**src/rtl/serial_word_rx.sv**
```systemverilog
`default_nettype none
// ============================================================================
// Module      : serial_word_rx
// Description : Reassembles WIDTH-bit words from a sampled serial bit stream
//               into a 2-entry valid/ready buffer with a sticky overrun flag.
// Revision    : 1.0 - initial release
// ============================================================================
module serial_word_rx #(
  parameter int WIDTH     = 4,
  parameter bit MSB_FIRST = 1'b1
) (
  input  logic             CLK,
  input  logic             RST_N,
  input  logic             sync,
  input  logic             serial_in,
  input  logic             bit_valid,
  output logic [WIDTH-1:0] data_out,
  output logic             data_valid,
  input  logic             data_ready,
  output logic             overrun,
  input  logic             clr_overrun,
  output logic [1:0]       fill
);

  localparam int CW = (WIDTH > 2) ? $clog2(WIDTH) : 1;

  typedef enum logic [0:0] {
    ST_IDLE    = 1'b0,
    ST_COLLECT = 1'b1
  } state_t;

  state_t           state_q, state_d;
  logic [CW-1:0]    cnt_q, cnt_d;
  logic [WIDTH-1:0] shreg_q, shreg_d;
  logic [WIDTH-1:0] mem0_q, mem0_d;
  logic [WIDTH-1:0] mem1_q, mem1_d;
  logic [1:0]       fill_q, fill_d;
  logic             overrun_q, overrun_d;

  logic [WIDTH-1:0] w_base_word;
  logic [CW-1:0]    w_base_cnt;
  logic [WIDTH-1:0] w_shifted;
  logic             w_sample;
  logic             w_push;
  logic             w_pop;
  logic             w_drop;

  // A sync restarts the word, so the bit sampled on the same edge sees an empty word.
  assign w_base_word = sync ? '0 : shreg_q;
  assign w_base_cnt  = sync ? '0 : cnt_q;
  assign w_sample    = bit_valid && (sync || (state_q == ST_COLLECT));

  generate
    if (MSB_FIRST) begin : g_msb_first
      assign w_shifted = {w_base_word[WIDTH-2:0], serial_in};
    end else begin : g_lsb_first
      assign w_shifted = {serial_in, w_base_word[WIDTH-1:1]};
    end
  endgenerate

  always_comb begin
    state_d = state_q;
    cnt_d   = cnt_q;
    shreg_d = shreg_q;
    w_push  = 1'b0;
    if (sync) begin
      state_d = ST_COLLECT;
      cnt_d   = '0;
      shreg_d = '0;
    end
    if (w_sample) begin
      if (w_base_cnt == CW'(WIDTH - 1)) begin
        w_push  = 1'b1;
        cnt_d   = '0;
        shreg_d = '0;
      end else begin
        cnt_d   = w_base_cnt + CW'(1);
        shreg_d = w_shifted;
      end
    end
  end

  assign w_pop = (fill_q != 2'd0) && data_ready;

  // mem0 is the head; on draining the last entry it keeps its value.
  always_comb begin
    mem0_d = mem0_q;
    mem1_d = mem1_q;
    fill_d = fill_q;
    w_drop = 1'b0;
    case ({w_pop, w_push})
      2'b10: begin
        if (fill_q == 2'd2) mem0_d = mem1_q;
        fill_d = fill_q - 2'd1;
      end
      2'b11: begin
        if (fill_q == 2'd2) begin
          mem0_d = mem1_q;
          mem1_d = w_shifted;
        end else begin
          mem0_d = w_shifted;
        end
      end
      2'b01: begin
        if (fill_q == 2'd0) begin
          mem0_d = w_shifted;
          fill_d = 2'd1;
        end else if (fill_q == 2'd1) begin
          mem1_d = w_shifted;
          fill_d = 2'd2;
        end else begin
          w_drop = 1'b1;
        end
      end
      default: ;
    endcase
    overrun_d = w_drop | (overrun_q & ~clr_overrun);
  end

  always_ff @(posedge CLK or negedge RST_N) begin
    if (!RST_N) begin
      state_q   <= ST_IDLE;
      cnt_q     <= '0;
      shreg_q   <= '0;
      mem0_q    <= '0;
      mem1_q    <= '0;
      fill_q    <= 2'd0;
      overrun_q <= 1'b0;
    end else begin
      state_q   <= state_d;
      cnt_q     <= cnt_d;
      shreg_q   <= shreg_d;
      mem0_q    <= mem0_d;
      mem1_q    <= mem1_d;
      fill_q    <= fill_d;
      overrun_q <= overrun_d;
    end
  end

  assign data_out   = mem0_q;
  assign data_valid = (fill_q != 2'd0);
  assign overrun    = overrun_q;
  assign fill       = fill_q;

endmodule
`default_nettype wire

```
**config.mk**
```make
export PLATFORM = sky130hd
export DESIGN_NAME = serial_word_rx
export DESIGN_NICKNAME = d
export VERILOG_FILES = /design/src/rtl/serial_word_rx.sv
export SDC_FILE = /design/constraint.sdc
export NUM_CORES = 1
export LEC_CHECK = 0
export ABC_AREA = 1
export BUFFER_PORTS_ARGS = -buffer_cell sky130_fd_sc_hd__buf_2
export CORE_MARGIN = 5
export CORE_UTILIZATION = 43
export CTS_CLUSTER_SIZE = 30
export DETAILED_ROUTE_END_ITERATION = 8
export GPL_TIMING_DRIVEN = 0
export PLACE_DENSITY = 0.66
export RECOVER_POWER = 25
export SETUP_SLACK_MARGIN = 0.15
export SYNTH_ARGS = -nofsm -noshare
export SYNTH_HDL_FRONTEND = slang
export SYNTH_SLANG_ARGS = --single-unit
```
**constraint.sdc**
```tcl
create_clock -name CLK -period 2.6 [get_ports CLK]
set_input_delay 0.26 -clock CLK [delete_from_list [all_inputs] [get_ports CLK]]
set_output_delay 0.26 -clock CLK [all_outputs]
set_load 0.005 [all_outputs]
```
Word level (Yosys, flattened, before mapping):

Cells that the tools add are included.

* $add $sub $neg: 2
* equal/unequal tests: 12
* reductions and logical operators: 11
* bitwise operators: 3
* mux-type cells: 22

Operators with widths (number)
* 4-bit 2-to-1 mux: 6
* 4-bit one-hot mux with 3 select lines: 1
* 2-bit 2-to-1 mux: 5
* 2-bit inequality test, second input constant: 5
* 3-bit 2-to-1 mux: 3
* 2-bit equality test, second input constant: 4
* 4-bit one-hot mux with 2 select lines: 1
* 2-bit nonzero test: 3
* 1-bit 2-to-1 mux: 5
* 2-bit by 1-bit equality test with 1-bit output, second input constant: 2
* 2-bit one-hot mux with 2 select lines: 1
* 4-bit AND reduction: 1
* 3-bit inequality test, second input constant: 1
* 3-bit AND reduction: 1
* 3-bit nonzero test: 1
* 2-bit by 1-bit adder with 2-bit output, second input constant: 1
* 1-bit logical AND: 2
* 2-bit zero test: 1
* 2-bit AND reduction: 1
* 2-bit by 1-bit subtractor with 2-bit output, second input constant: 1
* 1-bit AND: 1
* 1-bit logical OR: 1
* 1-bit inverter: 1
* 1-bit OR: 1

* logic and storage cells: 57
* register bits: 17
* input bits: 7

Logic depth before layout (Yosys ltp):

Gate-level depths: netlist (run 1).

* word-level depth: 7
* mapped depth: 11
* mapped depth without buffers: 11

Worst setup path before layout (run 1):

OpenSTA, ideal clock, no wires.

* path kind: input -> register
* from: in sync
* to: reg fill_q[1] (netlist: fill[1])
* arrival: 1.384 ns
* setup slack: 1.099 ns
* buffers on the path: 0
* cell stages on the path: 11
* cell sequence: inv_1 > nand2_1 > inv_1 > ha_1 > inv_2 > nor3_4 > nand2_2 > nand2_1 > nand2_1 > nand2_1 > nand2_1

* word-level cells in the longest chain between the ends: 7
* elaborated cells between the ends (all ways): 12

RTL lines
* from (decl): line 14 `input logic sync,`
* 2-bit 2-to-1 mux
* 2-bit equality test: line 72 `if (w_base_cnt == CW'(WIDTH - 1)) begin`
* 1-bit 2-to-1 mux: line 72
* 1-bit 2-to-1 mux (*): line 71 `if (w_sample) begin`
* 2-bit by 1-bit equality test with 1-bit output / 2-bit equality test (equally long branches): line 91 `case ({w_pop, w_push})`
* 3-bit inequality test (no source line) / 2-bit nonzero test (equally long branches)
* 2-bit AND reduction (no source line)
* to (signal assigned): line 135 `fill_q <= fill_d;`
* to (decl): line 37 `logic [1:0] fill_q, fill_d;`

Mark *: on every way between the ends. The rest lies on a longest branch, timed or not.
A chain may end at the register's enable or synchronous reset.

Final worst setup path (run 1):

* from: reg cnt_q[1]
* to: reg fill_q[0] (netlist: fill[0])

* word-level cells in the longest chain between the ends: 7
* elaborated cells between the ends (all ways): 10

RTL lines
* from (decl): line 33 `logic [CW-1:0] cnt_q, cnt_d;`
* from (signal assigned): line 131 `cnt_q <= cnt_d;`
* 2-bit 2-to-1 mux (*)
* 2-bit equality test (*): line 72
* 1-bit 2-to-1 mux (*): line 72
* 1-bit 2-to-1 mux (*): line 71
* 2-bit by 1-bit equality test with 1-bit output / 2-bit equality test (equally long branches): line 91
* 3-bit inequality test (no source line) / 2-bit nonzero test (equally long branches)
* 2-bit AND reduction (no source line)

Marked as above.

==> results.toml, run 1 <==
[power_and_ir_drop]
clock_power_share_pct = 17.6
power.leakage_nw = 0.662
switching_share_pct = 40.0
power.switching_uw = 323
peakVddDrop_mv = 0.469
power.internal_uw = 485
p_comb_share_pct = 41.2
pwr-share-seq_pct = 41.2
p_per_area_nw_per_um2 = 690

[cts]
post_cts_buffers = 0
postCtsHoldBufs = 1
cts_buffers = 3
clockBufferDepth = 2
ctsResizeCount = 0
clkSlewWorstSetupHoldPaths_ns = 0.10
cts-htree-levels = 1
cts_root_buffer = "clkbuf_4"
clk_latency_ns = 0.29
cts_tree = "built"
clock_sinks = 17

[finish]
final_common_cell = "nand2_1"
final_area_um2 = 1170
diodes = 0
syn_to_final_growth_pct = 12.8
seq_area_um2 = 425
fill_cells = 241
final_cell_mix = "47 x nand2_1, 18 x nand3_1, 17 x inv_1, 17 x dfrtp_1, 13 x buf_2"
fin_nets = 169
multi_input_area_um2 = 519
layout-drive-gt1-share_pct = 21.0
post-route-util_pct = 51.9

[place]
dp_hpwl_um = 1700
gp_congestion = 0.774
post-place-ws_ns = 0.665
placed_cell_area_um2 = 1140
io_buffer_count = 14

[routing]
drt-total-wl_um = 2250
route.detailed.drc = 0
dr_total_vias = 949
post_drt_wl_per_cell_um = 12.2
drt_iter0_drc = 26
first_pass_iters = 5
drtAntennaViolNets = 0
vias_per_cell = 5.13

[synthesis]
synth_top_area_cell = "dfrtp_1"
yosysTopAreaCellShare_pct = 41.0
synthCells = 138
ys_warn_count = 0
ys_seq_area_share_pct = 41.0
synth_top_family_by_area = "simple AND/OR/NAND/NOR gates"
synth_xor_area_share_pct = 0.843
synth-seq-cells = 17
synthAdderAreaFrac_pct = 4.82
synth.area.top_cells = "dfrtp_1 41%, nand2_1 17%, nand3_1 8.7%"
syn_area_per_cell_um2 = 7.53
synth_compound_gate_area_share_pct = 3.86
ys_types = 22
yosys.area_share.simple_pct = 41.2
muxShareOfSynthArea_pct = 0
syn_area_um2 = 1040
syn_nets = 149

[status]
status = "completed"

[sta]
slew_viol_final = 0
relSlewSlack_pct = 37.0
max_freq_ghz = 0.568
grt_setup_unrepaired = "false"
worst_pin_slew_ns = 0.946
timing.final.hold_violations = 0
finalClockSkew_ns = 0.00403
min_period_ns = 1.76
fin_crit_sh_pct = 67.7
setup_viol = 0
fin_ws_ns = 0.839
finalSetupTns_ns = 0

[worst_setup_path]
cp.arrival_ns = 1.95
cp-startpoint = "cnt_q[1]"
r2r-end = "fill[0]"
crit_family = "simple AND/OR/NAND/NOR gates"
crit_top_cell = "nand2_1"
cpPeakStageDelay_ns = 0.37
r2r_start = "cnt_q[1]"
crit_buf_inv = 2
startpoint_type = "flop"
cp.required_ns = 2.78
end_kind = "flop"
path_class = "reg -> reg"
reg2reg_setup_slack_ns = 0.84
crit_path_top_delay_cell = "ha_1"
path_cells = "inv_1 -> nor2_1 -> ha_1 -> inv_2 -> nor3_4 -> nand2_2 -> nand2_1 -> nand2_1 -> nand2_1 -> nand2_1"
path_max_fanout = 7
worst_r2r_path_depth = 10

[die]
start_util_pct = 46.1
die_width_um = 59.1
coreArea_um2 = 2250
die_y_um = 59.1
die_area_um2 = 3500
rows = 17
io_pins = 15

[global_routing]
grt_pass1_vias = 886
grt_usage_pct = 13.6
grt_overflow_total = 0
antenna_found_initial = 0
grt_first_pass_wirelength_um = 3670
grt_max_degree = 18

[job]
max-cap-violations = 0

[hold_path]
whs_path_depth = 2
hold_path.class = "in -> reg"
min_to = "overrun"
worstHoldStart = "clr_overrun"
==> cell families after synthesis <==
| group | Yosys count |
|---|---|
| adders and majority gates | 4 |
| buffers and inverters | 22 |
| AOI/OAI and AO/OA | 7 |
| DFF | 17 |
| and+or+nand+nor | 87 |
| xor gates and xnor gates | 1 |
==> power groups by stage <==
stage | Combinational [mW] | Sequential [mW] | Clock (mW)
final | 0.332 | 0.333 | 0.143
after global routing | 0.368 | 0.338 | 0.158
after CTS | 0.330 | 0.332 | 0.147
after detailed placement | 0.327 | 0.337 | 0
after global placement | 0.315 | 0.335 | 0
after floorplan | 0.231 | 0.334 | 0
==> stage by stage <==
| stage | hold WS (ns) | std cells | total power [mW] |
|---|---|---|---|
| CTS | 0.141 | 185 | 0.809 |
| detailed placement | 0.206 | 180 | 0.664 |
| global route | 0.141 | 185 | 0.863 |
| finish | 0.147 | 185 | 0.808 |
| floorplan | -0.0356 | 138 | 0.565 |
| global placement | 0.204 | 180 | 0.650 |
==> routing by layer <==
metal / wire (um) / up-vias / GRT usage [%]
met5: 0 / - / 0
met4: 46 / 0 / 6.80
met3: 133 / 6 / 2.18
met2: 1020 / 34 / 21.9
met1: 1050 / 435 / 17.6
li1: - / 474 / -
==> final cells by class <==
class / count / share of cell area (%)
multi-input combinational: 99 / 44.3
sequential: 17 / 36.3
timing repair buffer: 15 / 6.73
inverter: 21 / 6.73
tap: 28 / 2.99
clock buffer: 4 / 2.24
buffer: 1 / 0.641
==> worst register-to-register path, cell delays in order, from the launching register on <==
cell and delay, ns:
dfrtp_1 0.34, inv_1 0.03, nor2_1 0.12, ha_1 0.37, inv_2 0.11, nor3_4 0.34
nand2_2 0.11, nand2_1 0.08, nand2_1 0.05, nand2_1 0.06, nand2_1 0.05
==> synth_stat cells <==
| master | count |
|---|---|
| buf_4 | 1 |
| clkinv_1 | 1 |
| dfrtp_1 | 17 |
| ha_1 | 4 |
| inv_1 | 17 |
| inv_2 | 3 |
| nand2_1 | 47 |
| nand2_2 | 5 |
| nand2_4 | 2 |
| nand3_1 | 18 |
| nand3_2 | 1 |
| nand4_1 | 4 |
| nor2_1 | 4 |
| nor2_2 | 2 |
| nor2_4 | 2 |
| nor3_4 | 1 |
| o21ai_0 | 2 |
| o21ai_1 | 2 |
| o22ai_1 | 2 |
| o31ai_1 | 1 |
| or2_2 | 1 |
| xor2_1 | 1 |
==> how the worst max path moves through the flow <==
stage          cells past startpoint       to
4_1_cts                           10  fill[0]
6_report                          10  fill[0]
5_1_grt                           10  fill[0]
3_5_place_dp                      12  fill[0]
3_3_place_gp                      12  fill[0]
2_1_floorplan                     11  fill[1]
==> sequential cells by signal, summed over array words and instances (netlist names) <==
register / count
shreg_q: 3
fill: 2
overrun: 1
state_q: 1
data_out: 4
mem1_q: 4
cnt_q: 2
Note: power is estimated with default switching activity, not from simulation.
==> run 2, diff against run 1 <==
--- a/config.mk
+++ b/config.mk
@@ -5,14 +5,14 @@
 export SDC_FILE = /design/constraint.sdc
 export NUM_CORES = 1
 export LEC_CHECK = 0
-export ABC_AREA = 1
+export ABC_AREA = 0
 export BUFFER_PORTS_ARGS = -buffer_cell sky130_fd_sc_hd__buf_2
 export CORE_MARGIN = 5
 export CORE_UTILIZATION = 43
 export CTS_CLUSTER_SIZE = 30
 export DETAILED_ROUTE_END_ITERATION = 8
 export GPL_TIMING_DRIVEN = 0
-export PLACE_DENSITY = 0.66
+export PLACE_DENSITY = 0.67
 export RECOVER_POWER = 25
 export SETUP_SLACK_MARGIN = 0.15
 export SYNTH_ARGS = -nofsm -noshare
==> constraint.sdc (replaced) <==
create_clock -name CLK -period 1.7 [get_ports CLK]
set_input_delay 0.17 -clock CLK [delete_from_list [all_inputs] [get_ports CLK]]
set_output_delay 0.17 -clock CLK [all_outputs]
set_load 0.005 [all_outputs]
==> run 2 against run 1 <==
  * Combinational power is 150% higher
  * Die area decreased by 9.8%
  * Utilization grew 11 points
  * Hold slack got worse by 0.012 ns
  * Sequential cell count stayed put
  * Largest power group is now combinational logic
  * Highest routed layer unchanged
==> results.toml, run 2 <==
[synthesis]
syn_area_per_cell_um2 = 11.0
synth_top_area_cell = "dfrtp_1"
synth.area.top_cells = "dfrtp_1 46%, mux2_2 6.1%, ha_1 5.5%"
synth_edf_count = 0
yosysMostFrequentCell = "dfrtp_1"
ys_types = 27
ys_seq_area_share_pct = 46.4
syn_nets = 94
ys_warn_count = 0
synth-seq-cells = 17
yosysTopAreaCellShare_pct = 46.4
syn_area_um2 = 917
netlist_top_cells_count = "17 x dfrtp_1, 8 x a21oi_1, 7 x nor2_1"
synthFlopType = "dfrtp_1"
async_flop_share_pct = 100
synthCells = 83

[worst_setup_path]
crit_family = "flip-flops"
cp.arrival_ns = 1.76
path_class = "reg -> reg"
startpoint_type = "flop"
cp.required_ns = 1.89
cpPeakStageDelay_ns = 0.44
path_max_fanout = 4
crit_buf_inv = 1
end_kind = "flop"
crit_path_top_delay_cell = "dfrtp_1"
path_cells = "inv_2 -> ha_4 -> mux2i_4 -> nor3_4 -> mux2_4"

[sta]
slew_viol_final = 0
min_period_ns = 1.57
fin_crit_sh_pct = 92.2
whs_ns = 0.136
max_freq_ghz = 0.638
relSlewSlack_pct = 39.4
fin_ws_ns = 0.133
finalSetupTns_ns = 0
setup_viol = 0
worst_pin_slew_ns = 0.910
timing.final.hold_violations = 0
finalClockSkew_ns = 0.00722
grt_setup_unrepaired = "true"

[finish]
layout-drive-gt1-share_pct = 47.4
seq_area_um2 = 425
final_area_um2 = 1270
final_cell_mix = "17 x dfrtp_1, 13 x buf_4, 11 x buf_2"
post-route-util_pct = 63.4
final_common_cell = "dfrtp_1"
multi_input_area_um2 = 574
syn_to_final_growth_pct = 38.5
fin_nets = 126
fill_cells = 165
diodes = 0

[global_routing]
grt_max_degree = 18
grt_overflow_total = 0
grt_pass1_vias = 691
antenna_found_initial = 0
grt_first_pass_wirelength_um = 3040
grt_usage_pct = 12.2

[die]
rows = 16
coreArea_um2 = 2000
start_util_pct = 45.8
die_area_um2 = 3160
die_y_um = 56.2
io_pins = 15
die_width_um = 56.2

[cts]
clock_sinks = 17
clockBufferDepth = 2
cts-htree-levels = 1
clkSlewWorstSetupHoldPaths_ns = 0.10
clk_latency_ns = 0.29
cts_tree = "built"
cts_buffers = 3
cts_root_buffer = "clkbuf_4"

[routing]
drtAntennaViolNets = 0
vias_per_cell = 5.14
post_drt_wl_per_cell_um = 14.6
drt_iter0_drc = 3
route.detailed.drc = 0
dr_total_vias = 725
drt-total-wl_um = 2060
first_pass_iters = 3

[place]
gp_congestion = 0.763
post-place-ws_ns = 0.0234
placed_cell_area_um2 = 1020
dp_hpwl_um = 1190
io_buffer_count = 12

[power_and_ir_drop]
peakVddDrop_mv = 0.841
p_per_area_nw_per_um2 = 1260
power.leakage_nw = 0.588

[status]
status = "completed"

[hold_path]
hold_path.class = "in -> reg"

[job]
max-cap-violations = 0
==> run 2: cell type report <==
class	count	area share (%)
Tap cell	27	2.66
Clock buffer	3	1.77
Sequential cell	17	33.5
Buffer	2	0.985
Multi-Input combinational cell	60	45.2
Timing Repair Buffer	27	14.3
Inverter	4	1.18
Clock inverter	1	0.394
==> run 2: worst paths after layout <==
check                            start  slack [ns]  depth (start not counted)    endpoint
min in group asynchronous        RST_N        0.51                          2     fill[0]
hold / removal             clr_overrun        0.14                          3     overrun
setup reg to reg               fill[0]        0.13                          5   mem1_q[3]
hold reg to reg                overrun        0.50                          2     overrun
setup / recovery               fill[0]        0.13                          5   mem1_q[3]
max in group asynchronous        RST_N        0.63                          2  shreg_q[2]
==> run 2: routing by layer <==
metal	up-vias	share of wire, %	GRT usage [%]
li1	354	-	-
met1	357	46	15.1
met2	12	50	19.5
met3	2	4.2	4.64
met4	0	0.58	4.07
met5	-	0	0
==> run 2: kinds of logic after synthesis <==
| logic type | share of synthesized area (%) |
|---|---|
| compound gates | 17.1 |
| xor+xnor | 0.955 |
| fa+ha+maj | 5.46 |
| buf+inv | 3.00 |
| flops | 46.4 |
| mux | 11.6 |
| simple gates | 15.6 |
==> run 2: metrics by stage <==
| step | cells | power [mW] |
|---|---|---|
| 2_1_floorplan | 83 | 0.897 |
| 3_3_place_gp | 122 | 1.04 |
| 3_5_place_dp | 122 | 1.06 |
| 4_1_cts | 132 | 1.37 |
| 5_1_grt | 141 | 1.71 |
| 6_report | 141 | 1.60 |
==> run 2: worst reg2reg max path, delay by kind of cell, from the launching register on <==
| family | cells | cell delay [ns] |
|---|---|---|
| buffers and inverters | 1 | 0.12 |
| DFF | 1 | 0.44 |
| and+or+nand+nor | 1 | 0.32 |
| adders and majority gates | 1 | 0.17 |
| muxes | 2 | 0.42 |
==> run 2: power by group <==
part           internal (mW)  leakage (nW)  switching, mW
Combinational          0.419         0.356          0.407
Sequential             0.499         0.214         0.0545
Clock                 0.0876        0.0177          0.129
==> run 2: timing repair <==
action	4_1_cts	5_1_grt
buffers inserted	5	9
pin swaps	3	11
resized for setup	4	18
hold endpoints to repair	17	0
setup endpoints to repair	10	10
hold buffers	1	0
